**src/rtl/id_hazard_ctrl_pkg.sv**
```systemverilog
// Shared definitions for the IF/ID hazard controller: RV32I major opcodes,
// the canonical NOP word, controller states and the register-use record.
package id_hazard_ctrl_pkg;

  localparam logic [4:0] OPC_LOAD   = 5'b00000;
  localparam logic [4:0] OPC_OP_IMM = 5'b00100;
  localparam logic [4:0] OPC_AUIPC  = 5'b00101;
  localparam logic [4:0] OPC_STORE  = 5'b01000;
  localparam logic [4:0] OPC_OP     = 5'b01100;
  localparam logic [4:0] OPC_LUI    = 5'b01101;
  localparam logic [4:0] OPC_BRANCH = 5'b11000;
  localparam logic [4:0] OPC_JALR   = 5'b11001;
  localparam logic [4:0] OPC_JAL    = 5'b11011;

  // addi x0, x0, 0
  localparam logic [31:0] NOP_ADDI = 32'h0000_0013;

  typedef enum logic [1:0] {
    ST_RUN   = 2'b00,
    ST_DRAIN = 2'b01
  } state_e;

  typedef struct packed {
    logic       uses_rs1;
    logic       uses_rs2;
    logic [4:0] rs1;
    logic [4:0] rs2;
  } reg_use_t;

endpackage

```
**src/rtl/id_hazard_ctrl_reg_use_decode.sv**
```systemverilog
// Combinational source-register usage decode of an RV32I instruction word;
// shared between hazard detection and forwarding.
module reg_use_decode
  import id_hazard_ctrl_pkg::*;
(
  input  logic [31:0] instr,
  output reg_use_t    use_o
);

  logic unused_bits;

  assign unused_bits = ^{instr[31:25], instr[14:7], instr[1:0]};

  always_comb begin
    use_o          = '0;
    use_o.rs1      = instr[19:15];
    use_o.rs2      = instr[24:20];
    unique case (instr[6:2])
      OPC_OP:                         begin use_o.uses_rs1 = 1'b1; use_o.uses_rs2 = 1'b1; end
      OPC_STORE, OPC_BRANCH:          begin use_o.uses_rs1 = 1'b1; use_o.uses_rs2 = 1'b1; end
      OPC_OP_IMM, OPC_LOAD, OPC_JALR: use_o.uses_rs1 = 1'b1;
      default:                        ;
    endcase
  end

endmodule

```
**src/rtl/id_hazard_ctrl.sv**
```systemverilog
// IF/ID pipeline-register controller: memory-busy freeze, load-use bubble,
// redirect flush with fetch-drain window, and a saturating stall counter.
module id_hazard_ctrl
  import id_hazard_ctrl_pkg::*;
#(
  parameter logic [31:0] RESET_PC     = 32'h0000_0000,
  parameter int unsigned DRAIN_CYCLES = 1,
  parameter logic [31:0] NOP_WORD     = NOP_ADDI
) (
  input  logic        CLK,
  input  logic        RST,
  input  logic        IF_VALID,
  input  logic [31:0] IF_INSTR,
  input  logic [31:0] IF_PC,
  input  logic        IDEX_IS_LOAD,
  input  logic [4:0]  IDEX_RD,
  input  logic        MEM_BUSY,
  input  logic        REDIRECT,
  output logic        REDIRECT_ACK,
  output logic        PC_STALL,
  output logic [31:0] IFID_INSTR,
  output logic [31:0] IFID_PC,
  output logic        IFID_VALID,
  output logic        IDEX_BUBBLE,
  output logic [15:0] STALL_COUNT
);

  state_e      state_q, state_d;
  logic [2:0]  drain_q, drain_d;
  logic [31:0] ifid_instr_q, ifid_instr_d;
  logic [31:0] ifid_pc_q, ifid_pc_d;
  logic        ifid_valid_q, ifid_valid_d;
  logic [15:0] stall_cnt_q, stall_cnt_d;
  reg_use_t    ifid_use;
  logic        in_drain;
  logic        load_use;

  reg_use_decode u_reg_use_decode (
    .instr (ifid_instr_q),
    .use_o (ifid_use)
  );

  always_comb begin
    in_drain = (state_q == ST_DRAIN);
    load_use = ifid_valid_q && IDEX_IS_LOAD && (IDEX_RD != 5'd0) &&
               ((ifid_use.uses_rs1 && (ifid_use.rs1 == IDEX_RD)) ||
                (ifid_use.uses_rs2 && (ifid_use.rs2 == IDEX_RD)));
  end

  always_comb begin
    ifid_instr_d = ifid_instr_q;
    ifid_pc_d    = ifid_pc_q;
    ifid_valid_d = ifid_valid_q;
    drain_d      = drain_q;
    // Any non-DRAIN code, including unused encodings, resolves to RUN.
    state_d      = in_drain ? ST_DRAIN : ST_RUN;
    REDIRECT_ACK = 1'b0;
    PC_STALL     = 1'b0;
    IDEX_BUBBLE  = 1'b0;

    if (MEM_BUSY) begin
      PC_STALL = 1'b1;
    end else if (REDIRECT) begin
      REDIRECT_ACK = 1'b1;
      IDEX_BUBBLE  = 1'b1;
      ifid_instr_d = NOP_WORD;
      ifid_valid_d = 1'b0;
      drain_d      = 3'(DRAIN_CYCLES);
      state_d      = (DRAIN_CYCLES > 0) ? ST_DRAIN : ST_RUN;
    end else if (in_drain) begin
      ifid_instr_d = NOP_WORD;
      ifid_valid_d = 1'b0;
      if (drain_q <= 3'd1) begin
        drain_d = '0;
        state_d = ST_RUN;
      end else begin
        drain_d = drain_q - 3'd1;
      end
    end else if (load_use) begin
      PC_STALL    = 1'b1;
      IDEX_BUBBLE = 1'b1;
    end else if (IF_VALID) begin
      ifid_instr_d = IF_INSTR;
      ifid_pc_d    = IF_PC;
      ifid_valid_d = 1'b1;
    end else begin
      ifid_instr_d = NOP_WORD;
      ifid_valid_d = 1'b0;
    end

    stall_cnt_d = (PC_STALL && (stall_cnt_q != '1)) ? stall_cnt_q + 16'd1 : stall_cnt_q;
  end

  always_ff @(posedge CLK or posedge RST) begin
    if (RST) begin
      state_q      <= ST_RUN;
      drain_q      <= '0;
      ifid_instr_q <= NOP_WORD;
      ifid_pc_q    <= RESET_PC;
      ifid_valid_q <= 1'b0;
      stall_cnt_q  <= '0;
    end else begin
      state_q      <= state_d;
      drain_q      <= drain_d;
      ifid_instr_q <= ifid_instr_d;
      ifid_pc_q    <= ifid_pc_d;
      ifid_valid_q <= ifid_valid_d;
      stall_cnt_q  <= stall_cnt_d;
    end
  end

  always_comb begin
    IFID_INSTR  = ifid_instr_q;
    IFID_PC     = ifid_pc_q;
    IFID_VALID  = ifid_valid_q;
    STALL_COUNT = stall_cnt_q;
  end

endmodule

```
**config.mk**
```make
export PLATFORM = sky130hd
export DESIGN_NAME = id_hazard_ctrl
export DESIGN_NICKNAME = d
export VERILOG_FILES = /design/src/rtl/id_hazard_ctrl_pkg.sv /design/src/rtl/id_hazard_ctrl_reg_use_decode.sv /design/src/rtl/id_hazard_ctrl.sv
export SDC_FILE = /design/constraint.sdc
export NUM_CORES = 1
export LEC_CHECK = 0
export ABC_CLOCK_PERIOD_IN_PS = 6100
export CORE_ASPECT_RATIO = 1.25
export CORE_MARGIN = 2
export CORE_UTILIZATION = 45
export DETAILED_ROUTE_END_ITERATION = 16
export MAX_ROUTING_LAYER = met4
export PLACE_DENSITY = 0.85
export SLEW_MARGIN = 30
export SYNTH_ARGS = -nofsm -noshare
export SYNTH_HDL_FRONTEND = slang
export SYNTH_SLANG_ARGS = --single-unit
```
**constraint.sdc**
```tcl
create_clock -name CLK -period 6.1 [get_ports CLK]
set_clock_uncertainty 0.15 [all_clocks]
set_input_delay 1.22 -clock CLK [delete_from_list [all_inputs] [get_ports CLK]]
set_output_delay 1.22 -clock CLK [all_outputs]
set_load 0.01 [all_outputs]
```
# After elaboration in Yosys (flattened, before gate mapping)
# Index checks and enable logic that the tools add are counted.
[word_totals]
register_bits = 86
inputBits = 75
output_inout_bits = 84
wordCells = 64
[op_classes]
addsub = 2
n_lt_le_gt_ge = 1
n_eq_ne = 10
mux = 26
n_bitwise = 4
n_reduce_logical = 15
[op_table]
columns = ["op", "n"]
rows = [
  ["2-to-1 mux 32 bit", 4],
  ["2-to-1 mux 1 bit", 19],
  ["adder 16 x 1 -> 16 bit (second input constant)", 1],
  ["inequality test 16 bit (second input constant)", 1],
  ["equality test 5 x 4 -> 1 bit (second input constant)", 2],
  ["equality test 5 bit", 2],
  ["equality test 5 bit (second input constant)", 2],
  ["2-to-1 mux 3 bit", 3],
  ["logical AND 1 bit", 6],
  ["OR reduction 6 bit", 1],
  ["equality test 5 x 3 -> 1 bit (second input constant)", 1],
  ["zero test 5 bit", 1],
  ["AND reduction 5 bit", 1],
  ["nonzero test 5 bit", 1],
  ["NOT 1 bit", 4],
  ["AND reduction 2 bit", 2],
  ["less-or-equal comparator 3 x 1 -> 1 bit (second input constant)", 1],
  ["inequality test 3 bit (second input constant)", 1],
  ["OR reduction 3 bit", 1],
  ["subtractor 3 x 1 -> 3 bit (second input constant)", 1],
  ["equality test 2 x 1 -> 1 bit (second input constant)", 1],
  ["nonzero test 2 bit", 1],
  ["logical OR 1 bit", 1],
]

# Logic depth before layout (Yosys ltp)
[depth]
depth_word = 11
depth_mapped = 8
ltp_nobuf = 6

# Hierarchy
# From an unflattened synthesis, not the netlist that was laid out.
[hier_totals]
hier_cells = 297
area_unflattened_um2 = 3684.8
[modules_own_cells]
columns = ["mod", "instances", "cells_each", "area_per_inst_um2", "seq_area_each_um2"]
rows = [
  ["id_hazard_ctrl", 1, 282, 3573.4, 2130.8],
  ["reg_use_decode", 1, 15, 111.4, 0.0],
]

# Least setup slack after synthesis
# Ideal clock, no wire load.
[synth_path]
path_kind = "input to output"
startpoint = "in IDEX_RD[1]"
endpoint = "out PC_STALL"
arrival_ps = 2489
required_ps = 4730
slack_ps = 2241
cell_stages = 6
path_buffers = 1
path_cell_list = "xor2_1 -> nor4_1 -> nand4_1 -> a2111o_1 -> nand2_1 -> buf_2"
[synth_between]
elab_chain_len = 8
[synth_lines]
columns = ["item", "line_no", "rtl"]
rows = [
  ["from (decl)", "id_hazard_ctrl.sv:16", "input logic [4:0] IDEX_RD,"],
  ["equality test 5 bit, on equally long branches", "id_hazard_ctrl.sv:46, id_hazard_ctrl.sv:47", ""],
  ["logical AND 1 bit, on equally long branches", "id_hazard_ctrl.sv:46, id_hazard_ctrl.sv:47", ""],
  ["logical OR 1 bit", "id_hazard_ctrl.sv:46", "((ifid_use.uses_rs1 && (ifid_use.rs1 == IDEX_RD)) ||"],
  ["logical AND 1 bit (*)", "id_hazard_ctrl.sv:45", "load_use = ifid_valid_q && IDEX_IS_LOAD && (IDEX_RD != 5'd0) &&"],
  ["2-to-1 mux 1 bit (*)", "id_hazard_ctrl.sv:79", "end else if (load_use) begin"],
  ["2-to-1 mux 1 bit (*)", "id_hazard_ctrl.sv:70", "end else if (in_drain) begin"],
  ["2-to-1 mux 1 bit (*)", "id_hazard_ctrl.sv:63", "end else if (REDIRECT) begin"],
  ["2-to-1 mux 1 bit (*)", "id_hazard_ctrl.sv:61", "if (MEM_BUSY) begin"],
  ["to (decl)", "id_hazard_ctrl.sv:20", "output logic PC_STALL,"],
]
# Mark *: on every way between the ends. The rest lies on a longest branch, timed or not.

# Worst setup path after layout
[layout_path]
startpoint = "in IDEX_RD[4]"
endpoint = "out PC_STALL"
# Same word-level chain as after synthesis.

==> results by group <==
Setup path
  • WP data arrival: 3720 ps
  • CP required: about 4700 ps
  • Crit path capture type: output pin
  • Crit path kind: input port to output pin
  • Largest fanout on the critical path: 22
  • Startpoint types: input port

Placement
  • Placed cell count: around 530
  • Setup slack at placement: 1020 ps
  • Port-buffer cells: about 160
  • Detailed placer's ending HPWL: 7240 microns
  • GP Congestion: 0.838

Cells and area
  • Fillers: 600
  • Finished Layout Cells: 548
  • Share of layout cells above drive strength 1: 14.1%
  • Reg area: 2130 sq um
  • Multi-input logic area: 1400 sq um
  • Area Growth Syn to Fin: 52.0%
  • # diodes: 0
  • Final nets: about 530

Synth
  • Yosys reg bits: 85
  • Most common cell in the netlist: dfrtp_1
  • Share of the synthesized area in the top cell type: around 56%
  • Synth cell count leaders: dfrtp_1, mux2_2, a22o_1
  • Sequential area share after synthesis: 58.7%
  • Mapped cell area: between 3000 and 4000 sq um
  • Area contributors post-synth: dfrtp_1, mux2_2, a22o_1
  • Ys Warns: 0
  • Async set-reset flop share out of synthesis: 100%
  • EDFF count, synth: 0
  • Total nets after synthesis: 370
  • Post-synth cell types: 34
  • Syn Inst Count: 292
  • Mean post-synth cell area: between 10 and 15 sq um
  • Post-synth top area cell: dfrtp_1
  • Synth Flop Type: dfrtp_1

Floorplanning
  • Die X: between 80 and 90 microns
  • Core outline area: 7840 sq um
  • Die area: 8810 sq um
  • Initial Utilization: 46.3%
  • FP Rows: 36
  • Top Ports: ~160
  • Chip height: 104 microns

Flow run
  • Maxcap violations: 0

STA
  • Period Utilization, post-route: 83.5%
  • Peak Freq: 196 MHz
  • Final setup viols: 0
  • Max-slew violation count: 0
  • Slew headroom: 54.7%
  • Fin crit period: around 5100 ps
  • Slew of the pin with the lowest slew margin: 679 ps
  • RSZ-0062 raised after global routing: no
  • Final setup TNS: 0 ps
  • Hold Violations, Final: 0
  • Worst hold margin: 339 ps
  • Final setup margin: 1010 ps

Clocking
  • Post-CTS Setup Inserts: 0
  • CTS resizes: 0
  • Clock Sinks: 85
  • Worst-Skew Late Latency: 360 ps
  • Clock tree from TritonCTS: built
  • H-tree depth: 3
  • Hold buffer count at CTS: 0
  • Root buf cell: clkbuf_8
  • Clock tree buffer depth: 2
  • CTS buffer count: 9
  • Clock transition at path regs: 80 ps

Power and ir drop
  • PD cells: 327 nW/um^2
  • Power consumption: 1.81 mW
  • Pleak: 2.37 nW
  • VDD IR max: ~0.00024 V

Global route
  • Vias in the first global route: 3241
  • Largest net degree at the start of global routing: 59
  • GRT overflow: 0
  • Initial antenna violation count: 0
  • Global-route wire length before repair: 16300 microns
  • GRT Total Usage: 24.5%

Detailed routing
  • Routed WL per cell: 18.1 microns
  • DRC Markers: 0
  • Via density: roughly 5.4
  • Total wire length: 9910 microns
  • Routed Antenna Nets: 0
  • 1st-pass router iterations: 4
  • Initial DRC count: 106
  • Routed via count: 2972

Status
  • Status: finished, final reports clean

Hold path
  • Worst hold path class: flip-flop to flip-flop
==> sequential cells by signal (all words and copies together) (netlist names) <==
name / flops
IFID_INSTR: 32
IFID_PC: 32
STALL_COUNT: 16
drain_q: 3
IFID_VALID: 1
state_q: 1
==> path summary, 6_finish.rpt <==
path,from,end,slack (ps),depth (start not counted)
max in group asynchronous,RST,STALL_COUNT[6],3740,3
min,STALL_COUNT[5],STALL_COUNT[5],340,1
min reg2reg,STALL_COUNT[5],STALL_COUNT[5],340,1
max,IDEX_RD[4],PC_STALL,1010,8
min in group asynchronous,RST,IFID_INSTR[28],1160,2
max reg2reg,IFID_INSTR[21],IFID_INSTR[7],3280,8
==> worst max-delay path, cell delays in order <==
cell	delay, ps
clkdlybuf4s50_1	480
xor2_1	190
nor4_1	370
nand4_1	170
a2111o_1	390
buf_4	210
nand2_1	100
clkdlybuf4s50_1	590
==> metrics by stage <==
step           util, %  area [sq um]
2_1_floorplan        -          3630
3_3_place_gp      67.5          5290
3_5_place_dp      67.5          5290
4_1_cts           70.5          5520
5_1_grt           70.5          5520
6_report          70.5          5520
==> routing by layer <==
| metal | wire length (microns) | vias to the layer above | GRT usage (%) |
|---|---|---|---|
| met5 | 0 | - | - |
| met4 | 216 | 0 | 9.52 |
| met3 | 951 | 18 | 9.05 |
| met2 | 4790 | 141 | 37.0 |
| met1 | 3960 | 1447 | 30.0 |
| li1 | - | 1366 | - |
==> layout by cell type, fill, tap and decap left out, types with 6 or more instances in the layout <==
cell             synthesis  final
clkdlybuf4s50_1          0    158
dfrtp_1                 82     82
mux2_2                  39     39
a22o_1                  25     25
xor2_1                  21     21
a21oi_1                 18     18
nor2_1                  12     12
nand2_1                 12     12
nand4_1                 10     10
clkbuf_8                 0     10
o21ai_0                  7      7
inv_1                    7      6
==> cells by family after synthesis <==
family | after synthesis | share of synthesized area, %
DFF | 85 | 58.7
AOI/OAI and AO/OA | 63 | 12.1
and+or+nand+nor | 55 | 7.65
muxes | 39 | 12.1
buffers and inverters | 24 | 2.89
xor gates and xnor gates | 23 | 5.55
adders and majority gates | 3 | 1.03
==> final cells by class <==
| cell class | count | share of cell area (%) |
|---|---|---|
| Multi-Input combinational cell | 183 | 25.4 |
| Clock buffer | 10 | 2.49 |
| Sequential cell | 85 | 38.6 |
| Timing Repair Buffer | 162 | 29.2 |
| Inverter | 7 | 0.521 |
| Tap cell | 95 | 2.15 |
| Clock inverter | 6 | 1.70 |
==> where the power goes <==
part | switching [mW] | internal, mW | total [mW]
logic | 0.214 | 0.347 | 0.562
clock network | 0.211 | 0.245 | 0.456
registers | 0.102 | 0.687 | 0.789
No activity file was read; power rests on OpenSTA's default activity.
